### config.mk
export PLATFORM = sky130hd
export DESIGN_NAME = palette_ctrl_flat
export DESIGN_NICKNAME = d
export VERILOG_FILES = /design/src/rtl/palette_pkg.sv /design/src/rtl/palette_ctrl_if.sv /design/src/rtl/palette_fader.sv /design/src/rtl/palette_ctrl.sv /design/src/flat_wrapper.sv
export SDC_FILE = /design/constraint.sdc
export NUM_CORES = 1
export LEC_CHECK = 0
export BUFFER_PORTS_ARGS = -buffer_cell sky130_fd_sc_hd__buf_2
export CAP_MARGIN = 30
export CORE_UTILIZATION = 25
export CTS_BUF_LIST = sky130_fd_sc_hd__clkbuf_8
export DETAILED_ROUTE_END_ITERATION = 8
export PLACE_DENSITY = 0.44
export SYNTH_ARGS = -nofsm -noshare
export SYNTH_HDL_FRONTEND = slang
export SYNTH_HIERARCHICAL = 1
export SYNTH_SLANG_ARGS = --single-unit
### constraint.sdc
create_clock -name Clk -period 24.9 [get_ports Clk]
set_clock_uncertainty 0.2 [all_clocks]
set_input_delay 3.735 -clock Clk [delete_from_list [all_inputs] [get_ports Clk]]
set_output_delay 3.735 -clock Clk [all_outputs]
set_load 0.005 [all_outputs]
### src/rtl/palette_pkg.sv
// Shared types, reset palette contents and the brightness scaling helper
// for the palette controller and its fade engine.
package palette_pkg;

  localparam int PAL_CH_W    = 4;
  localparam int PAL_ENTRIES = 16;

  typedef logic [3*PAL_CH_W-1:0] color_t;

  // Entry 0 first; both banks come out of reset holding this table.
  localparam color_t DEFAULT_PALETTE [PAL_ENTRIES] = '{
    12'hFFF, 12'h121, 12'h999, 12'h454, 12'hDDC, 12'h111, 12'h776, 12'h343,
    12'hFFF, 12'hCCB, 12'h888, 12'h000, 12'hEEE, 12'h232, 12'hEDD, 12'hAAA
  };

  typedef enum logic {
    IDLE   = 1'b0,
    FADING = 1'b1
  } fade_state_t;

  // (c * (level + 1)) >> 4 in 8 bits: level 15 is identity, level 0 is black.
  function automatic logic [PAL_CH_W-1:0] scale_channel(
    input logic [PAL_CH_W-1:0] c,
    input logic [3:0]          level
  );
    logic [7:0] prod;
    prod = 8'(c) * (8'(level) + 8'd1);
    return prod[7:4];
  endfunction

endpackage

### src/rtl/palette_ctrl_if.sv
// Valid/ready shadow-palette write port between game logic and the controller.
interface palette_ctrl_if
  import palette_pkg::*;
#(
  parameter int IDX_W = 4,
  parameter int CH_W  = 4
);
  logic                wr_valid;
  logic                wr_ready;
  logic [IDX_W-1:0]    wr_index;
  logic [3*CH_W-1:0]   wr_color;

  modport master (
    output wr_valid,
    output wr_index,
    output wr_color,
    input  wr_ready
  );

  modport slave (
    input  wr_valid,
    input  wr_index,
    input  wr_color,
    output wr_ready
  );
endinterface

### src/rtl/palette_fader.sv
// Frame-stepped fade engine: holds the brightness level and steps it once
// every FADE_FRAMES frame boundaries until the fade endpoint is reached.
module palette_fader
  import palette_pkg::*;
#(
  parameter int FADE_FRAMES = 4
) (
  input  logic       Clk,
  input  logic       Reset,
  input  logic       frame_start,
  input  logic       fade_start,
  input  logic       fade_dir,
  output logic [3:0] level,
  output logic       fade_busy
);

  localparam int CNT_W = (FADE_FRAMES > 1) ? $clog2(FADE_FRAMES) : 1;
  localparam logic [CNT_W-1:0] CNT_LAST = CNT_W'(FADE_FRAMES - 1);

  fade_state_t      state_reg, state_next;
  logic             dir_reg, dir_next;
  logic [CNT_W-1:0] cnt_reg, cnt_next;
  logic [3:0]       level_reg, level_next;

  always_ff @(posedge Clk or posedge Reset) begin
    if (Reset) begin
      state_reg <= IDLE;
      dir_reg   <= 1'b0;
      cnt_reg   <= '0;
      level_reg <= 4'd15;
    end else begin
      state_reg <= state_next;
      dir_reg   <= dir_next;
      cnt_reg   <= cnt_next;
      level_reg <= level_next;
    end
  end

  always_comb begin
    state_next = state_reg;
    dir_next   = dir_reg;
    cnt_next   = cnt_reg;
    level_next = level_reg;
    case (state_reg)
      IDLE: begin
        if (fade_start) begin
          state_next = FADING;
          dir_next   = fade_dir;
          cnt_next   = '0;
        end
      end
      FADING: begin
        if (frame_start) begin
          if (cnt_reg == CNT_LAST) begin
            cnt_next = '0;
            // Already at the endpoint: leave without touching the level.
            if (dir_reg ? (level_reg == 4'd15) : (level_reg == 4'd0)) begin
              state_next = IDLE;
            end else begin
              level_next = dir_reg ? (level_reg + 4'd1) : (level_reg - 4'd1);
              if (dir_reg ? (level_reg == 4'd14) : (level_reg == 4'd1)) begin
                state_next = IDLE;
              end
            end
          end else begin
            cnt_next = cnt_reg + CNT_W'(1);
          end
        end
      end
      default: state_next = IDLE;
    endcase
  end

  assign level     = level_reg;
  assign fade_busy = (state_reg == FADING);

endmodule

### src/rtl/palette_ctrl.sv
// Double-buffered palette: shadow bank written via valid/ready, published to the
// active bank at a frame boundary; 2-stage lookup with fade scaling.
module palette_ctrl
  import palette_pkg::*;
#(
  parameter int N_ENTRIES       = 16,
  parameter int IDX_W           = 4,
  parameter int CH_W            = 4,
  parameter int TRANSPARENT_IDX = 0,
  parameter int FADE_FRAMES     = 4
) (
  input  logic             Clk,
  input  logic             Reset,
  palette_ctrl_if.slave    wr,
  input  logic             swap_req,
  output logic             swap_pending,
  input  logic             frame_start,
  input  logic             fade_start,
  input  logic             fade_dir,
  output logic             fade_busy,
  input  logic             pix_valid,
  input  logic [IDX_W-1:0] pix_index,
  output logic             pix_out_valid,
  output logic [CH_W-1:0]  pix_red,
  output logic [CH_W-1:0]  pix_green,
  output logic [CH_W-1:0]  pix_blue,
  output logic             pix_transparent
);

  logic [3*CH_W-1:0] shadow_reg [N_ENTRIES];
  logic [3*CH_W-1:0] active_reg [N_ENTRIES];
  logic              swap_pending_reg;
  logic              wr_fire;
  logic              publish;
  logic [3:0]        level;

  logic              s1_valid_reg;
  logic [3*CH_W-1:0] s1_color_reg;
  logic              s1_transp_reg;

  assign wr.wr_ready   = !swap_pending_reg;
  assign wr_fire       = wr.wr_valid && !swap_pending_reg;
  assign publish       = frame_start && swap_pending_reg;
  assign swap_pending  = swap_pending_reg;

  always_ff @(posedge Clk or posedge Reset) begin
    if (Reset) begin
      swap_pending_reg <= 1'b0;
    end else if (publish) begin
      swap_pending_reg <= 1'b0;
    end else if (swap_req) begin
      swap_pending_reg <= 1'b1;
    end
  end

  // Writes are blocked while a publish is pending, so a write and a copy
  // never land on the same edge.
  for (genvar gi = 0; gi < N_ENTRIES; gi++) begin : g_entry
    always_ff @(posedge Clk or posedge Reset) begin
      if (Reset) begin
        shadow_reg[gi] <= DEFAULT_PALETTE[gi];
      end else if (wr_fire && (wr.wr_index == IDX_W'(gi))) begin
        shadow_reg[gi] <= wr.wr_color;
      end
    end

    always_ff @(posedge Clk or posedge Reset) begin
      if (Reset) begin
        active_reg[gi] <= DEFAULT_PALETTE[gi];
      end else if (publish) begin
        active_reg[gi] <= shadow_reg[gi];
      end
    end
  end

  palette_fader #(
    .FADE_FRAMES (FADE_FRAMES)
  ) u_fader (
    .Clk         (Clk),
    .Reset       (Reset),
    .frame_start (frame_start),
    .fade_start  (fade_start),
    .fade_dir    (fade_dir),
    .level       (level),
    .fade_busy   (fade_busy)
  );

  always_ff @(posedge Clk or posedge Reset) begin
    if (Reset) begin
      s1_valid_reg    <= 1'b0;
      s1_color_reg    <= '0;
      s1_transp_reg   <= 1'b0;
      pix_out_valid   <= 1'b0;
      pix_red         <= '0;
      pix_green       <= '0;
      pix_blue        <= '0;
      pix_transparent <= 1'b0;
    end else begin
      s1_valid_reg    <= pix_valid;
      s1_color_reg    <= active_reg[pix_index];
      s1_transp_reg   <= (pix_index == IDX_W'(TRANSPARENT_IDX));
      pix_out_valid   <= s1_valid_reg;
      pix_red         <= scale_channel(s1_color_reg[3*CH_W-1 -: CH_W], level);
      pix_green       <= scale_channel(s1_color_reg[2*CH_W-1 -: CH_W], level);
      pix_blue        <= scale_channel(s1_color_reg[CH_W-1   -: CH_W], level);
      pix_transparent <= s1_transp_reg;
    end
  end

endmodule

### src/flat_wrapper.sv
// flat-port wrapper written by rule: the top's interface ports become plain ports
module palette_ctrl_flat import palette_pkg::*;
#(
  parameter int N_ENTRIES       = 16,
  parameter int IDX_W           = 4,
  parameter int CH_W            = 4,
  parameter int TRANSPARENT_IDX = 0,
  parameter int FADE_FRAMES     = 4
)
  (Clk, Reset, swap_req, swap_pending, frame_start, fade_start, fade_dir, fade_busy, pix_valid, pix_index, pix_out_valid, pix_red, pix_green, pix_blue, pix_transparent, wr_wr_valid, wr_wr_index, wr_wr_color, wr_wr_ready);
  palette_ctrl_if #(.IDX_W(IDX_W), .CH_W(CH_W)) wr_i ();
  input  logic Clk;
  input  logic Reset;
  input  logic swap_req;
  output logic swap_pending;
  input  logic frame_start;
  input  logic fade_start;
  input  logic fade_dir;
  output logic fade_busy;
  input  logic pix_valid;
  input  logic [IDX_W-1:0] pix_index;
  output logic pix_out_valid;
  output logic [CH_W-1:0] pix_red;
  output logic [CH_W-1:0] pix_green;
  output logic [CH_W-1:0] pix_blue;
  output logic pix_transparent;
  input wire logic [$bits(wr_i.wr_valid)-1:0] wr_wr_valid;
  input wire logic [$bits(wr_i.wr_index)-1:0] wr_wr_index;
  input wire logic [$bits(wr_i.wr_color)-1:0] wr_wr_color;
  output wire logic [$bits(wr_i.wr_ready)-1:0] wr_wr_ready;
  assign wr_i.wr_valid = wr_wr_valid;
  assign wr_i.wr_index = wr_wr_index;
  assign wr_i.wr_color = wr_wr_color;
  assign wr_wr_ready = wr_i.wr_ready;
  palette_ctrl #(.N_ENTRIES(N_ENTRIES), .IDX_W(IDX_W), .CH_W(CH_W), .TRANSPARENT_IDX(TRANSPARENT_IDX), .FADE_FRAMES(FADE_FRAMES)) u_core (.Clk(Clk), .Reset(Reset), .wr(wr_i), .swap_req(swap_req), .swap_pending(swap_pending), .frame_start(frame_start), .fade_start(fade_start), .fade_dir(fade_dir), .fade_busy(fade_busy), .pix_valid(pix_valid), .pix_index(pix_index), .pix_out_valid(pix_out_valid), .pix_red(pix_red), .pix_green(pix_green), .pix_blue(pix_blue), .pix_transparent(pix_transparent));
endmodule
==> metrics.txt <==
CP required between 20 and 30 ns; drt wl/cell roughly 19 um; Max Fclk around 160 MHz; global-route usage over all layers 0.117; Worst Setup Path Type input pin to flip-flop; CTS resizes 0; Residual DRC 0; antenna viol nets, final 0; YS warnings 6; reg2reg end u_core/pix_blue[3]; R2R cell count 11; largest cells by area after synthesis dfrtp_1 (29%), dfstp_2 (28%), mux2_2 (21%), mux4_2 (5.0%), ha_1 (2.2%); DIE WIDTH ~280 um; period utilisation layout 0.254; min-delay src u_core/s1_transp_reg; Critical Path Source Type input pin; via/cell ratio roughly 4.3; hold crit path type flip-flop to flip-flop; VDD IR-drop max 33.5 uV; Die Y ~280 um; Final Slew Violations 0; Vias 10100; RSZ-0062 raised after global routing false; commonest non-fill, non-tap cells in the layout mux2_2 (359), dfrtp_1 (219), dfstp_2 (202); share of cells above drive strength 1 0.613; worst reg2reg startpoint u_core/u_fader/level[0]; Async SR Flop Fraction 1.00; CTS H-tree lvls 3; port bufs 44; Mean Syn Cell Area 15.7 um2; CTS Sinks ~420; # rows 100; Worst Setup SP frame_start; status finished, final reports clean; routability cong. 0.710; Mapped Area roughly 19000 um2; Critical Path AT 6.68 ns; Area Growth Syn to Fin 16.2%; register bit count reported by yosys approximately 420; antenna violations before repair 1; reg2reg setup slack about 20 ns; cell taking the most area after synthesis dfrtp_1; remaining global-route overflow 0; crit path to u_core/active_reg[141]; sequential-to-total area share from yosys stat 0.572; largest net degree at the start of global routing roughly 170; leakage 9.62 nW; Max Fanout on Critical Path 60; Yosys cell types between 50 and 60; Post-Synthesis Net Count 1279; cell area after layout roughly 22000 um2; Fillers roughly 7500; Initial DRC Count a little over 500; Clk Latency, worst-skew pair around 0.67 ns; clock-pin slew on the worst setup and hold paths about 0.060 ns; CTS buffer count 81; number of nets in the final layout roughly 1400; Setup Viol. Count Final 0; Clock Path Buffers 3; Synth top area share 0.291; DRT Wirelength approximately 43 mm; power per cell area about 100 nW/um2; Worst slew margin 0.310; clock period minus worst slack 6.34 ns; io pins between 40 and 50; CTS tree built; Core ar. ~75000 um2; DIE AREA ~77000 um2; drt pass-1 iters 4; CTS Root Cell clkbuf_8; CP endpoint kind flip-flop; Post-CTS Setup Bufs 0; most common cell after layout, fill and taps aside mux2_2; Fin. Hold Viols 0; Post-synth top flop dfrtp_1; Area after DPL about 20000 um2; Worst-Margin Slew about 1.0 ns; global-route wire length before repair just under 70 mm; number of synthesized flops with an enable pin 0; hpwl dp roughly 26 mm; synthesized netlist cell count between 1000 and 1500; vias in the first global route roughly 11000; Sum Neg Setup Slack 0 ns; Max Cap Violations 0; Hold-fix buffers, CTS 0; Initial Utilization 0.253
## worst min-delay path by stage
stage	to	depth (start not counted)
6_report	u_core/pix_transparent	0
4_1_cts	u_core/pix_transparent	0
2_1_floorplan	u_core/pix_out_valid	0
3_5_place_dp	u_core/pix_transparent	0
3_3_place_gp	u_core/pix_out_valid	0
5_1_grt	u_core/pix_transparent	0
## synthesized netlist by cell type (3+ instances only)
master	count
dfrtp_1	219
nand4_1	3
buf_1	4
mux2_4	20
and2_1	24
o2111ai_1	4
inv_1	26
buf_2	30
nand4b_1	3
clkbuf_1	22
mux2_2	359
buf_4	7
mux4_2	42
nor2_1	6
ha_1	33
a21oi_1	12
xor2_1	11
nand3_1	4
dfstp_2	202
a22oi_1	15
fa_1	15
buf_6	6
nand2b_1	4
o21ai_0	5
mux2_1	7
mux4_1	6
nor2b_1	8
xnor2_1	11
nand2_1	56
a22oi_2	9
## power breakdown
group          switching, mW  internal [mW]
Combinational          0.205          0.289
Clock                  0.306          0.383
Sequential             0.127          0.987
Total                  0.638           1.66
## area by class of cell
| class | instances | area (um2) | area share |
|---|---|---|---|
| multi-input combinational | 684 | 7560 | 0.345 |
| sequential | 421 | 10800 | 0.493 |
| clock inverter | 51 | 303 | 0.0138 |
| tap | 969 | 1210 | 0.0554 |
| antenna | 2 | 5.00 | 0.000229 |
| clock buffer | 99 | 1360 | 0.0622 |
| timing repair buffer | 66 | 556 | 0.0254 |
| inverter | 27 | 109 | 0.00497 |
## critical path: stages
cell and delay (ns):
buf_2 0.16, nand2_4 0.61, buf_4 0.58, buf_16 0.30, buf_4 0.69, mux2_2 0.41
## through the flow
stage	worst slack, ns	power, mW	hold WS [ns]	cells	utilization
6_report	18.56	2.30	0.145	2319	0.294
5_1_grt	18.43	2.45	0.155	2318	0.294
4_1_cts	18.57	2.34	0.143	2315	0.293
3_5_place_dp	17.84	1.63	0.144	2165	0.271
3_3_place_gp	17.63	1.60	0.136	2158	0.268
2_1_floorplan	9.80	1.49	0.131	1203	-
## per-layer routing
metal,track usage,share of wire,up-vias
met2,0.184,0.46,170
met4,0.0410,0.024,0
met1,0.156,0.47,5311
met5,0,0,-
li1,-,-,4497
met3,0.0294,0.039,76
## kinds of logic (layout without fill, tap and decap cells)
kind of cell,count (synthesis),after routing,share of synthesized area
other,0,2,0
multiplexers,436,436,0.294
XOR/XNOR,22,22,0.0102
AO/OA/AOI/OAI,52,52,0.0218
flip-flops,421,421,0.572
adder cells (fa/ha/maj),48,48,0.0378
buffers and inverters,98,243,0.0270
AND/OR/NAND/NOR,126,126,0.0368
(Power assumes the default switching activity.)
